[config.mk]
export PLATFORM = sky130hd
export DESIGN_NAME = cluster_load_ctrl
export DESIGN_NICKNAME = d
export VERILOG_FILES = /design/src/rtl/cluster_load_ctrl.sv
export SDC_FILE = /design/constraint.sdc
export NUM_CORES = 1
export LEC_CHECK = 0
export ABC_CLOCK_PERIOD_IN_PS = 4200
export BUFFER_PORTS_ARGS = -buffer_cell sky130_fd_sc_hd__buf_2
export CAP_MARGIN = 25
export CORE_MARGIN = 2
export CORE_UTILIZATION = 35
export CTS_CLUSTER_DIAMETER = 120
export DETAILED_ROUTE_END_ITERATION = 6
export SETUP_SLACK_MARGIN = 0.3
export SLEW_MARGIN = 20
export SYNTH_ARGS = -nofsm -noshare
export SYNTH_HDL_FRONTEND = slang
export SYNTH_SLANG_ARGS = --single-unit
[constraint.sdc]
create_clock -name clk_i -period 4.2 [get_ports clk_i]
set_clock_uncertainty 0.1 [all_clocks]
set_input_delay 0.63 -clock clk_i [delete_from_list [all_inputs] [get_ports clk_i]]
set_output_delay 0.63 -clock clk_i [all_outputs]
set_load 0.01 [all_outputs]
[src/rtl/cluster_load_ctrl.sv]
// Job sequencer ahead of the compute cluster: loads filters, then one IFM chunk,
// launches the run and ping-pongs the double-buffer select between jobs.
module cluster_load_ctrl #(
    parameter int WR_CYC_NUM  = 4,
    parameter int FILTER_NUM  = 4,
    parameter int IFM_NUM     = 8,
    parameter int OUT_BUF_NUM = 4
) (
    input  logic                                              clk_i,
    input  logic                                              rst_i,
    input  logic                                              start_i,
    input  logic                                              skip_filter_i,
    input  logic [((IFM_NUM > 1) ? $clog2(IFM_NUM) : 1)-1:0]         ifm_chunk_i,
    input  logic                                              total_chunk_end_i,
    output logic                                              busy_o,
    output logic                                              done_o,
    output logic                                              filter_wr_valid_o,
    output logic [((WR_CYC_NUM > 1) ? $clog2(WR_CYC_NUM) : 1)-1:0]   filter_wr_count_o,
    output logic [((OUT_BUF_NUM > 1) ? $clog2(OUT_BUF_NUM) : 1)-1:0] filter_wr_order_sel_o,
    output logic                                              filter_wr_sel_o,
    output logic                                              filter_rd_sel_o,
    output logic                                              ifm_wr_valid_o,
    output logic [((WR_CYC_NUM > 1) ? $clog2(WR_CYC_NUM) : 1)-1:0]   ifm_wr_count_o,
    output logic [((IFM_NUM > 1) ? $clog2(IFM_NUM) : 1)-1:0]         ifm_wr_chunk_count_o,
    output logic                                              ifm_wr_sel_o,
    output logic                                              ifm_rd_sel_o,
    output logic                                              run_valid_o,
    output logic                                              total_chunk_start_o
);

    localparam int BW = (WR_CYC_NUM > 1) ? $clog2(WR_CYC_NUM) : 1;
    localparam int FW = (OUT_BUF_NUM > 1) ? $clog2(OUT_BUF_NUM) : 1;
    localparam int CW = (IFM_NUM > 1) ? $clog2(IFM_NUM) : 1;
    localparam logic [BW-1:0] BEAT_LAST = BW'(WR_CYC_NUM - 1);
    localparam logic [FW-1:0] FILT_LAST = FW'(FILTER_NUM - 1);

    typedef enum logic [2:0] {
        ST_IDLE      = 3'd0,
        ST_LOAD_FILT = 3'd1,
        ST_LOAD_IFM  = 3'd2,
        ST_RUN       = 3'd3,
        ST_DONE      = 3'd4
    } state_t;

    state_t        state_r, state_s;
    logic [BW-1:0] beat_r, beat_s;
    logic [FW-1:0] filt_r, filt_s;
    logic [CW-1:0] chunk_r, chunk_s;
    logic          sel_r, sel_s;

    // State and counter registers
    always_ff @(posedge clk_i or posedge rst_i) begin
        if (rst_i) begin
            state_r <= ST_IDLE;
            beat_r  <= '0;
            filt_r  <= '0;
            chunk_r <= '0;
            sel_r   <= 1'b0;
        end else begin
            state_r <= state_s;
            beat_r  <= beat_s;
            filt_r  <= filt_s;
            chunk_r <= chunk_s;
            sel_r   <= sel_s;
        end
    end

    // Next-state and counter sequencing
    always_comb begin
        state_s = state_r;
        beat_s  = beat_r;
        filt_s  = filt_r;
        chunk_s = chunk_r;
        sel_s   = sel_r;
        case (state_r)
            ST_IDLE: begin
                if (start_i) begin
                    chunk_s = ifm_chunk_i;
                    beat_s  = '0;
                    filt_s  = '0;
                    state_s = skip_filter_i ? ST_LOAD_IFM : ST_LOAD_FILT;
                end else begin
                    state_s = ST_IDLE;
                end
            end
            ST_LOAD_FILT: begin
                if (beat_r == BEAT_LAST) begin
                    beat_s = '0;
                    if (filt_r == FILT_LAST) begin
                        filt_s  = '0;
                        state_s = ST_LOAD_IFM;
                    end else begin
                        filt_s = filt_r + {{(FW-1){1'b0}}, 1'b1};
                    end
                end else begin
                    beat_s = beat_r + {{(BW-1){1'b0}}, 1'b1};
                end
            end
            ST_LOAD_IFM: begin
                if (beat_r == BEAT_LAST) begin
                    beat_s  = '0;
                    state_s = ST_RUN;
                end else begin
                    beat_s = beat_r + {{(BW-1){1'b0}}, 1'b1};
                end
            end
            ST_RUN: begin
                if (total_chunk_end_i) begin
                    state_s = ST_DONE;
                end else begin
                    state_s = ST_RUN;
                end
            end
            ST_DONE: begin
                sel_s   = ~sel_r;
                state_s = ST_IDLE;
            end
            default: begin
                state_s = ST_IDLE;
                beat_s  = '0;
                filt_s  = '0;
            end
        endcase
    end

    // Outputs are registered from next-state values so strobes and indices
    // appear in the same cycle as the state they describe.
    always_ff @(posedge clk_i or posedge rst_i) begin
        if (rst_i) begin
            busy_o                <= 1'b0;
            done_o                <= 1'b0;
            filter_wr_valid_o     <= 1'b0;
            filter_wr_count_o     <= '0;
            filter_wr_order_sel_o <= '0;
            filter_wr_sel_o       <= 1'b0;
            filter_rd_sel_o       <= 1'b0;
            ifm_wr_valid_o        <= 1'b0;
            ifm_wr_count_o        <= '0;
            ifm_wr_chunk_count_o  <= '0;
            ifm_wr_sel_o          <= 1'b0;
            ifm_rd_sel_o          <= 1'b0;
            run_valid_o           <= 1'b0;
            total_chunk_start_o   <= 1'b0;
        end else begin
            busy_o                <= (state_s != ST_IDLE);
            done_o                <= (state_s == ST_DONE);
            filter_wr_valid_o     <= (state_s == ST_LOAD_FILT);
            filter_wr_count_o     <= (state_s == ST_LOAD_FILT) ? beat_s : '0;
            filter_wr_order_sel_o <= (state_s == ST_LOAD_FILT) ? filt_s : '0;
            filter_wr_sel_o       <= sel_s;
            filter_rd_sel_o       <= (state_s == ST_RUN) ? sel_s : ~sel_s;
            ifm_wr_valid_o        <= (state_s == ST_LOAD_IFM);
            ifm_wr_count_o        <= (state_s == ST_LOAD_IFM) ? beat_s : '0;
            ifm_wr_chunk_count_o  <= chunk_s;
            ifm_wr_sel_o          <= sel_s;
            ifm_rd_sel_o          <= (state_s == ST_RUN) ? sel_s : ~sel_s;
            run_valid_o           <= (state_s == ST_RUN);
            total_chunk_start_o   <= (state_s == ST_RUN) && (state_r == ST_LOAD_IFM);
        end
    end

endmodule

; Word-level counts from Yosys, hierarchy flattened
; Index checks and enable logic that the tools add are counted.
[totals]
reg_bits = 24
out_inout_bits = 19
inputBits = 8
elab_cells = 55
[classes]
n_eq_ne = 10
reduce_logical = 7
addsub = 2
mux = 19
bitwise_logic = 2
[ops]
columns = op, count
row1 = $mux 2, 10
row2 = $eq 3x2->1 const B, 4
row3 = $mux 3, 4
row4 = $pmux 2 s3, 2
row5 = $pmux 3 s4, 1
row6 = $eq 3x1->1 const B, 2
row7 = $eq 3x3->1 const B, 2
row8 = $add 2x1->2 const B, 2
row9 = $eq 2x2->1 const B, 2
row10 = $reduce_or 2->1, 2
row11 = $logic_not 3->1, 1
row12 = $reduce_bool 3->1, 1
row13 = $reduce_or 3->1, 1
row14 = $mux 1, 2
row15 = $not 1->1, 2
row16 = $reduce_and 2->1, 1
row17 = $logic_and 1x1->1, 1

; Longest topological paths before layout
; Gate-level depths: netlist of run 1.
[depth]
depth_word = 6
depth_mapped = 5
mapped_depth_nobuf = 4

; Least setup slack after synthesis of run 1
; Ideal clock, no wire load.
[synth_timing]
path_type = in2reg
from = input total_chunk_end_i
to = register ifm_rd_sel_o
path_buffers = 0
setup_ps = 134
path_stages = 3
required_ps = 3966
path_slack_ps = 2594
t_arrival_ps = 1373
cell_sequence = or2b_1 -> a21o_2 -> xnor3_1
[synth_between]
elab_chain_cells = 4
[synth_rtl]
columns = element, line
row1 = "start, declared", 14  ; input logic total_chunk_end_i,
row2 = $mux 3, 108  ; if (total_chunk_end_i) begin
row3 = $pmux 3 s4, 75  ; case (state_r)
row4 = $eq 3x2->1, 156  ; ifm_rd_sel_o <= (state_s == ST_RUN) ? sel_s : ~sel_s;
row5 = $mux 1, 156
row6 = "end signal, assigned", 156
row7 = "end, declared", 26  ; output logic ifm_rd_sel_o,
; No other way between the ends.
; A chain may end at the register's enable or synchronous reset.

; Worst setup path in the final report of run 1
[layout_timing]
from = register state_r[0]
to = register ifm_rd_sel_o
[layout_between]
elab_chain_cells = 5
word_cells_on_any_way = 13
[layout_rtl]
columns = element, line
row1 = "start, declared", 45  ; state_t state_r, state_s;
row2 = "start signal, assigned", 60  ; state_r <= state_s;
row3 = $mux 3, 89  ; if (filt_r == FILT_LAST) begin
row4 = $mux 3, 87  ; if (beat_r == BEAT_LAST) begin
row5 = $pmux 3 s4, 75
row6 = $eq 3x2->1, 156
row7 = $mux 1 (*), 156
; Every way passes the cells marked *; elsewhere a longest branch is shown, timed or not.

==> flow_results.org, run 1 <==
** Detailed routing
- In the routed layout, each cell is associated on average with a via count of about 4.9.
- Dividing the detail-routed wire length by the instance count gives 13.45 um.
- First-iteration detailed-routing DRC count :: 17
- Summed over all layers, the routed wires come to 2286 um.
- Routed Antenna Nets :: 0
- The routed layout has just over 800 vias.
- DRC violation count after routing :: 0
- Pre-antenna DRT Iters :: 4

** Clock tree
- In this run the number of H-tree levels came out at 1.
- Clock latency on the worst-skew pair :: ~0.34 ns
- Post-CTS Hold Buffers :: 0
- TritonCTS buffer count :: 3
- Number of sinks handled by clock tree synthesis :: 24
- Clock tree from TritonCTS :: built
- Clock Tree Root :: sky130_fd_sc_hd__clkbuf_4
- Buffers inserted by post-CTS timing repair :: 0
- Reg clk slew, reported paths :: between 0.1 and 0.15 ns
- The longest clock path from root to sink contains 2 buffers.
- Count of instances resized after the clock tree is built :: 0

** Critical path
- Setup crit end kind :: register
- STA puts the critical path data arrival time at about 2.0 ns.
- For the worst setup path, the data required time is about 4.3 ns.
- The most critical setup path has its startpoint at state_r[0].
- Critical path destination :: ifm_rd_sel_o
- Beginning of the worst register-to-register path :: state_r[0]
- Category of the critical setup timing path :: reg -> reg
- Maximum fanout encountered on the critical timing path :: 22
- Worst reg-to-reg setup slack :: between 2 and 2.5 ns
- Measured in cells, the most critical reg-to-reg path has a length of 3.
- Capture instance of the worst register-to-register path :: ifm_rd_sel_o
- The worst setup path is launched from a register.

** Layout
- Cells fill a little over two fifths of the core in the end.
- From synthesis to final layout, the design area changed by 17.11%.
- Net count, final :: about 140
- Diode count :: 0
- Of the cells placed in the final design, the portion with a size suffix greater than 1 is 31.75%.
- Summed area of non-filler cells in the final layout :: between 1000 and 1500 sq um
- Fill cells in the final layout number a little over 300.

** Placement
- Worst slack after detailed placement :: 2.378 ns
- In this run the cell area measured after placement is 1306 sq um.
- Once detailed placement completed, the half-perimeter wirelength came to 1538 um.
- Port buffering added 26 buffers.
- The congestion estimate from routability-driven global placement came to 0.7918.

** Die
- Total die area :: ~3800 sq um
- Pin placement for this block handled 27 I/O pins.
- The floorplan step set the die width to ~62 um.
- Effective utilization at floorplan :: a little under two fifths
- The floorplan step defined a core boundary enclosing roughly 3100 sq um.
- Vertical die dimension :: 61.82 um
- The initialized floorplan defines 20 standard-cell rows.

** STA
- For the final routed database, the setup TNS stands at 0 ns.
- Count of endpoints failing hold in the final timing report :: 0
- The worst path meets setup with approximately 2.3 ns of slack.
- Setup repair after global routing left no endpoint under its margin.
- Hold Worst Slack :: ~0.13 ns
- Final setup violation count :: 0
- Timing would allow up to between 500 and 600 MHz.
- Worst-Margin Slew :: between 0.6 and 0.7 ns
- The worst path in the final design needs a cycle of between 1.5 and 2 ns, including I/O delays and setup.
- Max-slew violation count :: 0
- Worst-case headroom to the max-slew limit :: a little over half
- The final critical path takes up roughly 44% of the cycle.

** Pwr
- Design internal power :: about 600 uW
- Part of the total power dissipated in combinational logic :: between 40 and 50%
- Switching portion of total power :: 40.23%
- For this design the static power due to leakage is roughly 0.7 nW.
- Of the total power, registers draw 42.6%.
- Total net switching power :: 398.2 uW
- Clock network fraction of design power :: 13.0%
- Total power density per cell area :: just over 700 nW/um^2
- IR analysis of the VDD net gives a maximum drop of 276.2 uV.

** Hold path
- The tightest min-delay check is of the in -> async type.

** Yosys
- After synthesis, the share of flip-flops with an asynchronous set or reset is between 90% and 100%.
- Ys Warns :: 0
- Main synth FF type :: sky130_fd_sc_hd__dfrtp_1
- Post-Synthesis Cell Area :: approximately 1200 sq um
- Cell count after synthesis :: 100
- Synthesis produced a netlist with a net count of ~110.
- Number of flops mapped to enable cells by yosys :: 0
- Post-synthesis sequential element count :: 24
- After synthesis, the netlist uses 41 different library cells.
- Sequential cells were found to cover 51.34% of the synthesized design area.
- Synthesized area divided by synthesized cell count :: about 12 sq um

** Run
- Number of violations of the max-capacitance limit :: 0

** Global routing
- The total overflow left after global routing is 0.
- Global-route wire length before repair :: about 3800 um
- The number of antenna violations at the first check in global routing is 0.
- Global Route Usage Sum :: around 14%
- Entering global routing, the biggest net connects 25 pins.
- Vias in the first global route :: ~840

** Status
- Run status :: finished, final reports clean
-- placed cells by master (no fill, tap or decap), types with 4 or more instances in the layout --
cell type | netlist | routed
sky130_fd_sc_hd__mux2_1 | 4 | 4
sky130_fd_sc_hd__inv_1 | 5 | 5
sky130_fd_sc_hd__nor2_1 | 4 | 4
sky130_fd_sc_hd__nand2b_1 | 4 | 4
sky130_fd_sc_hd__buf_2 | 0 | 26
sky130_fd_sc_hd__nand2_1 | 10 | 10
sky130_fd_sc_hd__a21oi_1 | 7 | 7
sky130_fd_sc_hd__dfrtp_1 | 24 | 24
-- cell type report --
type | count | area, sq um | share of cell area, %
clock buffer | 4 | 36.28 | 2.648
inverter | 7 | 26.28 | 1.918
multi-input combinational | 64 | 494.2 | 36.07
sequential | 24 | 600.6 | 43.84
tap | 44 | 55.05 | 4.018
timing repair buffer | 27 | 157.7 | 11.51
-- flip-flops by register name, summed over array words and instances, names as in the netlist --
signal	cells
beat_r	2
filt_r	2
run_valid_o	1
ifm_wr_count_o	2
ifm_wr_chunk_count_o	3
filter_wr_order_sel_o	2
ifm_rd_sel_o	1
total_chunk_start_o	1
filter_wr_valid_o	1
busy_o	1
ifm_wr_sel_o	1
done_o	1
state_r	3
filter_wr_count_o	2
ifm_wr_valid_o	1
-- synth_stat cells, types with 2 or more instances --
cell                        n  area (sq um)
sky130_fd_sc_hd__a21oi_1    7         35.03
sky130_fd_sc_hd__nor2_1     4         15.01
sky130_fd_sc_hd__buf_6      3         33.78
sky130_fd_sc_hd__dfrtp_1   24         600.6
sky130_fd_sc_hd__nand2_1   10         37.54
sky130_fd_sc_hd__nand2b_1   4         25.02
sky130_fd_sc_hd__inv_2      2         7.510
sky130_fd_sc_hd__ha_1       3         37.54
sky130_fd_sc_hd__nand3_1    3         15.01
sky130_fd_sc_hd__buf_4      2         15.01
sky130_fd_sc_hd__inv_1      5         18.77
sky130_fd_sc_hd__mux2_1     4         45.04
-- critical path, cell delays in order (launching register included) --
cell	delay (ns)
sky130_fd_sc_hd__dfrtp_1	0.80
sky130_fd_sc_hd__or2b_1	0.29
sky130_fd_sc_hd__a21o_2	0.24
sky130_fd_sc_hd__xnor3_1	0.33
-- power by group through the flow --
stage	Combinational [mW]	Clock [mW]	Sequential, mW
floorplan	0.340	0	0.423
global placement	0.431	0	0.421
detailed placement	0.438	0	0.426
CTS	0.442	0.131	0.423
global route	0.488	0.137	0.439
finish	0.439	0.128	0.422
-- cells by family (layout without fill, tap and decap cells) --
| kind of cell | Yosys count | count (layout) | share of synthesized area (%) |
|---|---|---|---|
| buffers and inverters | 12 | 38 | 6.417 |
| xor gates and xnor gates | 2 | 2 | 2.674 |
| AOI/OAI and AO/OA | 20 | 20 | 12.94 |
| muxes | 5 | 5 | 4.706 |
| DFF | 24 | 24 | 51.34 |
| and+or+nand+nor | 34 | 34 | 18.72 |
| adders and majority gates | 3 | 3 | 3.209 |
-- through the flow --
stage	total power, mW	cells
final	0.9896	170
after global routing	1.064	170
after CTS	0.9957	169
after detailed placement	0.8644	165
after global placement	0.8518	165
after floorplan	0.7636	100
-- worst min path at each step --
stage                                  from                 endpoint  cells past startpoint
floorplan           ifm_wr_chunk_count_o[0]  ifm_wr_chunk_count_o[0]                      1
global placement    ifm_wr_chunk_count_o[2]  ifm_wr_chunk_count_o[2]                      1
detailed placement  ifm_wr_chunk_count_o[0]  ifm_wr_chunk_count_o[0]                      1
CTS                                   rst_i        ifm_wr_count_o[0]                      2
global route                          rst_i     filter_wr_count_o[0]                      2
finish                                rst_i     filter_wr_count_o[0]                      2
-- layer usage --
layer / routed length, um / up-vias / track usage (%)
li1: - / 401 / -
met1: 1058 / 402 / 17.32
met2: 1053 / 18 / 21.95
met3: 104 / 5 / 2.692
met4: 70 / 0 / 9.119
met5: 0 / - / 0
Power figures use the tool's default switching activity.
==> run 2: changes to the inputs <==
ABC_CLOCK_PERIOD_IN_PS = 1490   (was 4200)
clock period = 1.49 ns   (was 4.2 ns; I/O delays follow)
==> run 2 against run 1 <==
The flow now finishes with violations (negative setup slack). Combinational power rose to 5.8 times the previous value. Maximum frequency rose by 22%. Register-to-register slack worse by 2.4 ns. Power rose to 4.1 times the previous value. Routed wire length grew 26%. Worst hold slack lost 0.10 ns. Largest cell class is now multi-input gates. Sequential share of layout area fell by 11 points. Non-clock buffer count up 37. Sequential cell count is the same.
==> flow_results.org, run 2 (same netlist as run 1, synthesis figures left out) <==
** Status
- The flow ran to the end, but the final reports show violations.
- Violations in the final reports :: negative setup slack

** Placement
- Summed over all nets, the half-perimeter wirelength after detailed placement is approximately 1800 um.
- The count of buffers added on input and output ports is 26.
- At the end of routability-driven placement, the weighted congestion stood at approximately 0.81.

** Critical path
- STA classifies the critical path startpoint as a register.
- Worst reg-to-reg setup slack :: -0.04 ns
- Setup crit end kind :: register
- At the worst endpoint, the arrival time is 1.63 ns.
- Data on the critical path is required at its endpoint by about 1.6 ns.
- Of all nets on the critical path, the largest fanout is 7.
- The setup path with the least slack is of type reg -> reg.

** Run
- Max-cap violations in this run came to 0.

** Global routing
- GRT met1 Usage :: between 20% and 30%
- Global Route Usage Sum :: between 10% and 20%
- For this run the aggregate overflow at the end of global routing stands at 0.
- Vias in the first global route :: 937
- The number of antenna violations at the first check in global routing was 0.
- Global-route wire length before repair :: 4485 um
- Met3 capacity usage during global routing :: between 2 and 3%
- Met2 usage in global routing :: between 20 and 30%
- Entering global routing, the biggest net connects 25 pins.
- After global routing, the most crowded layer is met2.

** Clock tree
- The tree is rooted in a sky130_fd_sc_hd__clkbuf_4.
- Clock tree from TritonCTS :: built
- Reg clk slew, reported paths :: 0.14 ns
- In this run the number of H-tree levels came out at 1.
- The clock net in this run drives a total of 24 sinks.
- Counting along the longest clock path gives a buffer depth of 2.
- Clock latency on the worst-skew pair :: between 0.3 and 0.4 ns
- TritonCTS buffer count :: 3

** STA
- Final setup violation count :: 3
- Count of endpoints failing hold in the final timing report :: 0
- The count of pins over their slew limit is 0.
- Worst-Margin Slew :: around 0.43 ns
- F_max :: between 600 and 700 MHz
- Post-layout worst setup margin :: -0.04189 ns
- Time the worst path needs with I/O delays and setup :: about 1.5 ns
- Worst-case headroom to the max-slew limit :: between 70% and 80%
- Ratio of final minimum period to clock period :: 102.8%
- Setup repair after global routing could not meet its margin everywhere.
- Setup Total Neg Slack :: -0.05983 ns

** Detailed routing
- Across all layers, the routed design uses between 900 and 1000 vias.
- Routed Antenna Nets :: 0
- Dividing the detail-routed wire length by the instance count gives between 10 and 15 um.
- Vias per std cell :: ~4.8
- DRC violation count after routing :: 0
- First-iteration detailed-routing DRC count :: approximately 40
- Before antenna repair, the detailed router went through 6 iterations.
- After detailed routing, the total wire length is 2877 um.

** Layout
- Highest-count cells in the layout ignoring fill and taps :: sky130_fd_sc_hd__buf_4, sky130_fd_sc_hd__buf_2, sky130_fd_sc_hd__dfrtp_1, sky130_fd_sc_hd__nand2_1, sky130_fd_sc_hd__buf_6
- In the final design database the tool counted between 150 and 200 nets.
- The area growth from synthesis to layout is 60.11%.
- The filler cells instantiated in the layout total roughly 270.
- Leading registers by flop count :: ifm_wr_chunk_count_o: 3 flops, state_r: 3 flops
- Diode count :: 0
- The post-route netlist has about two thirds of its cells at a drive strength greater than 1.
- Commonest non-fill, non-tap cell in the layout :: sky130_fd_sc_hd__buf_4

** Die
- Area of the core :: approximately 3100 sq um
- Die X :: roughly 62 um
- The die is 61.82 um tall.
- Number of rows created at floorplan :: 20
- Total die area :: roughly 3800 sq um
- In this run the count of I/O pins placed on the die edge is 27.
- For this configuration, the core starts out at a cell density of roughly 37%.

** Pwr
- Leakage power :: just over 0.9 nW
- The worst-case IR drop observed on VDD is 944.2 uV.
- Total power density per cell area :: between 2000 and 2500 nW/um^2
- Total design power :: about 4.0 mW

** Hold path
- The path class of the tightest hold or removal check is in -> reg.
## run 2: cell types whose count changed in the layout (fill, tap and decap cells not counted), sizes merged
cell         before  now
buf              27   63
clkinvlp          0    1
inv               7    6
dlygate4sd3       0    1
## run 2: final timing paths
check,from,endpoint,cells after the start
setup / recovery,state_r[0],busy_o,4
hold / removal,ifm_chunk_i[2],ifm_wr_chunk_count_o[2],2
hold reg to reg,ifm_wr_chunk_count_o[2],ifm_wr_chunk_count_o[2],1
min in group asynchronous,rst_i,ifm_rd_sel_o,4
max in group asynchronous,rst_i,beat_r[0],4
setup reg to reg,state_r[0],busy_o,4
## run 2: where the power goes
group	internal (mW)	switching [mW]	leakage, nW
logic	1.44	1.10	0.609
registers	0.927	0.214	0.299
clock network	0.149	0.200	0.0210
## run 2: cell type report
cell class	count	area, sq um	area share, %
Timing Repair Buffer	64	475.5	25.38
Tap cell	44	55.05	2.939
Inverter	7	30.03	1.603
Sequential cell	24	606.8	32.40
Clock buffer	4	36.28	1.937
Multi-Input combinational cell	64	669.4	35.74
## run 2: metal layers
metal	part of all wire, %	routed length, um
met1	46	1319
met2	51	1472
met3	2.9	84
met4	0	0
met5	0	0
## run 2: repair_timing
| action | 4_1_cts | 5_1_grt |
|---|---|---|
| resized for setup | 25 | 14 |
| cloned | 0 | 0 |
| endpoints found under the hold margin | 24 | 0 |
| setup buffers | 14 | 6 |
| setup endpoints to repair | 24 | 37 |
| hold buffers | 1 | 0 |
| pin swaps | 11 | 6 |
## run 2: worst max-delay path: stages, from the launching register on
cell	delay [ns]
sky130_fd_sc_hd__dfrtp_2	0.50
sky130_fd_sc_hd__buf_6	0.16
sky130_fd_sc_hd__and3_4	0.16
sky130_fd_sc_hd__o311a_1	0.33
sky130_fd_sc_hd__nand3b_1	0.16
## run 2: per-stage QoR
stage                     utilization [%]  setup WS (ns)  std cells  hold slack [ns]  cell area [sq um]
after floorplan                         -        0.06494        100           0.1381               1211
after global placement              47.16       -0.07856        182           0.1790               1475
after detailed placement            47.16        -0.1442        182           0.1845               1475
after CTS                           56.24       -0.03633        201          0.02856               1759
after global routing                59.88        -0.1002        207          0.01912               1873
final                               59.88       -0.04189        207          0.03063               1873
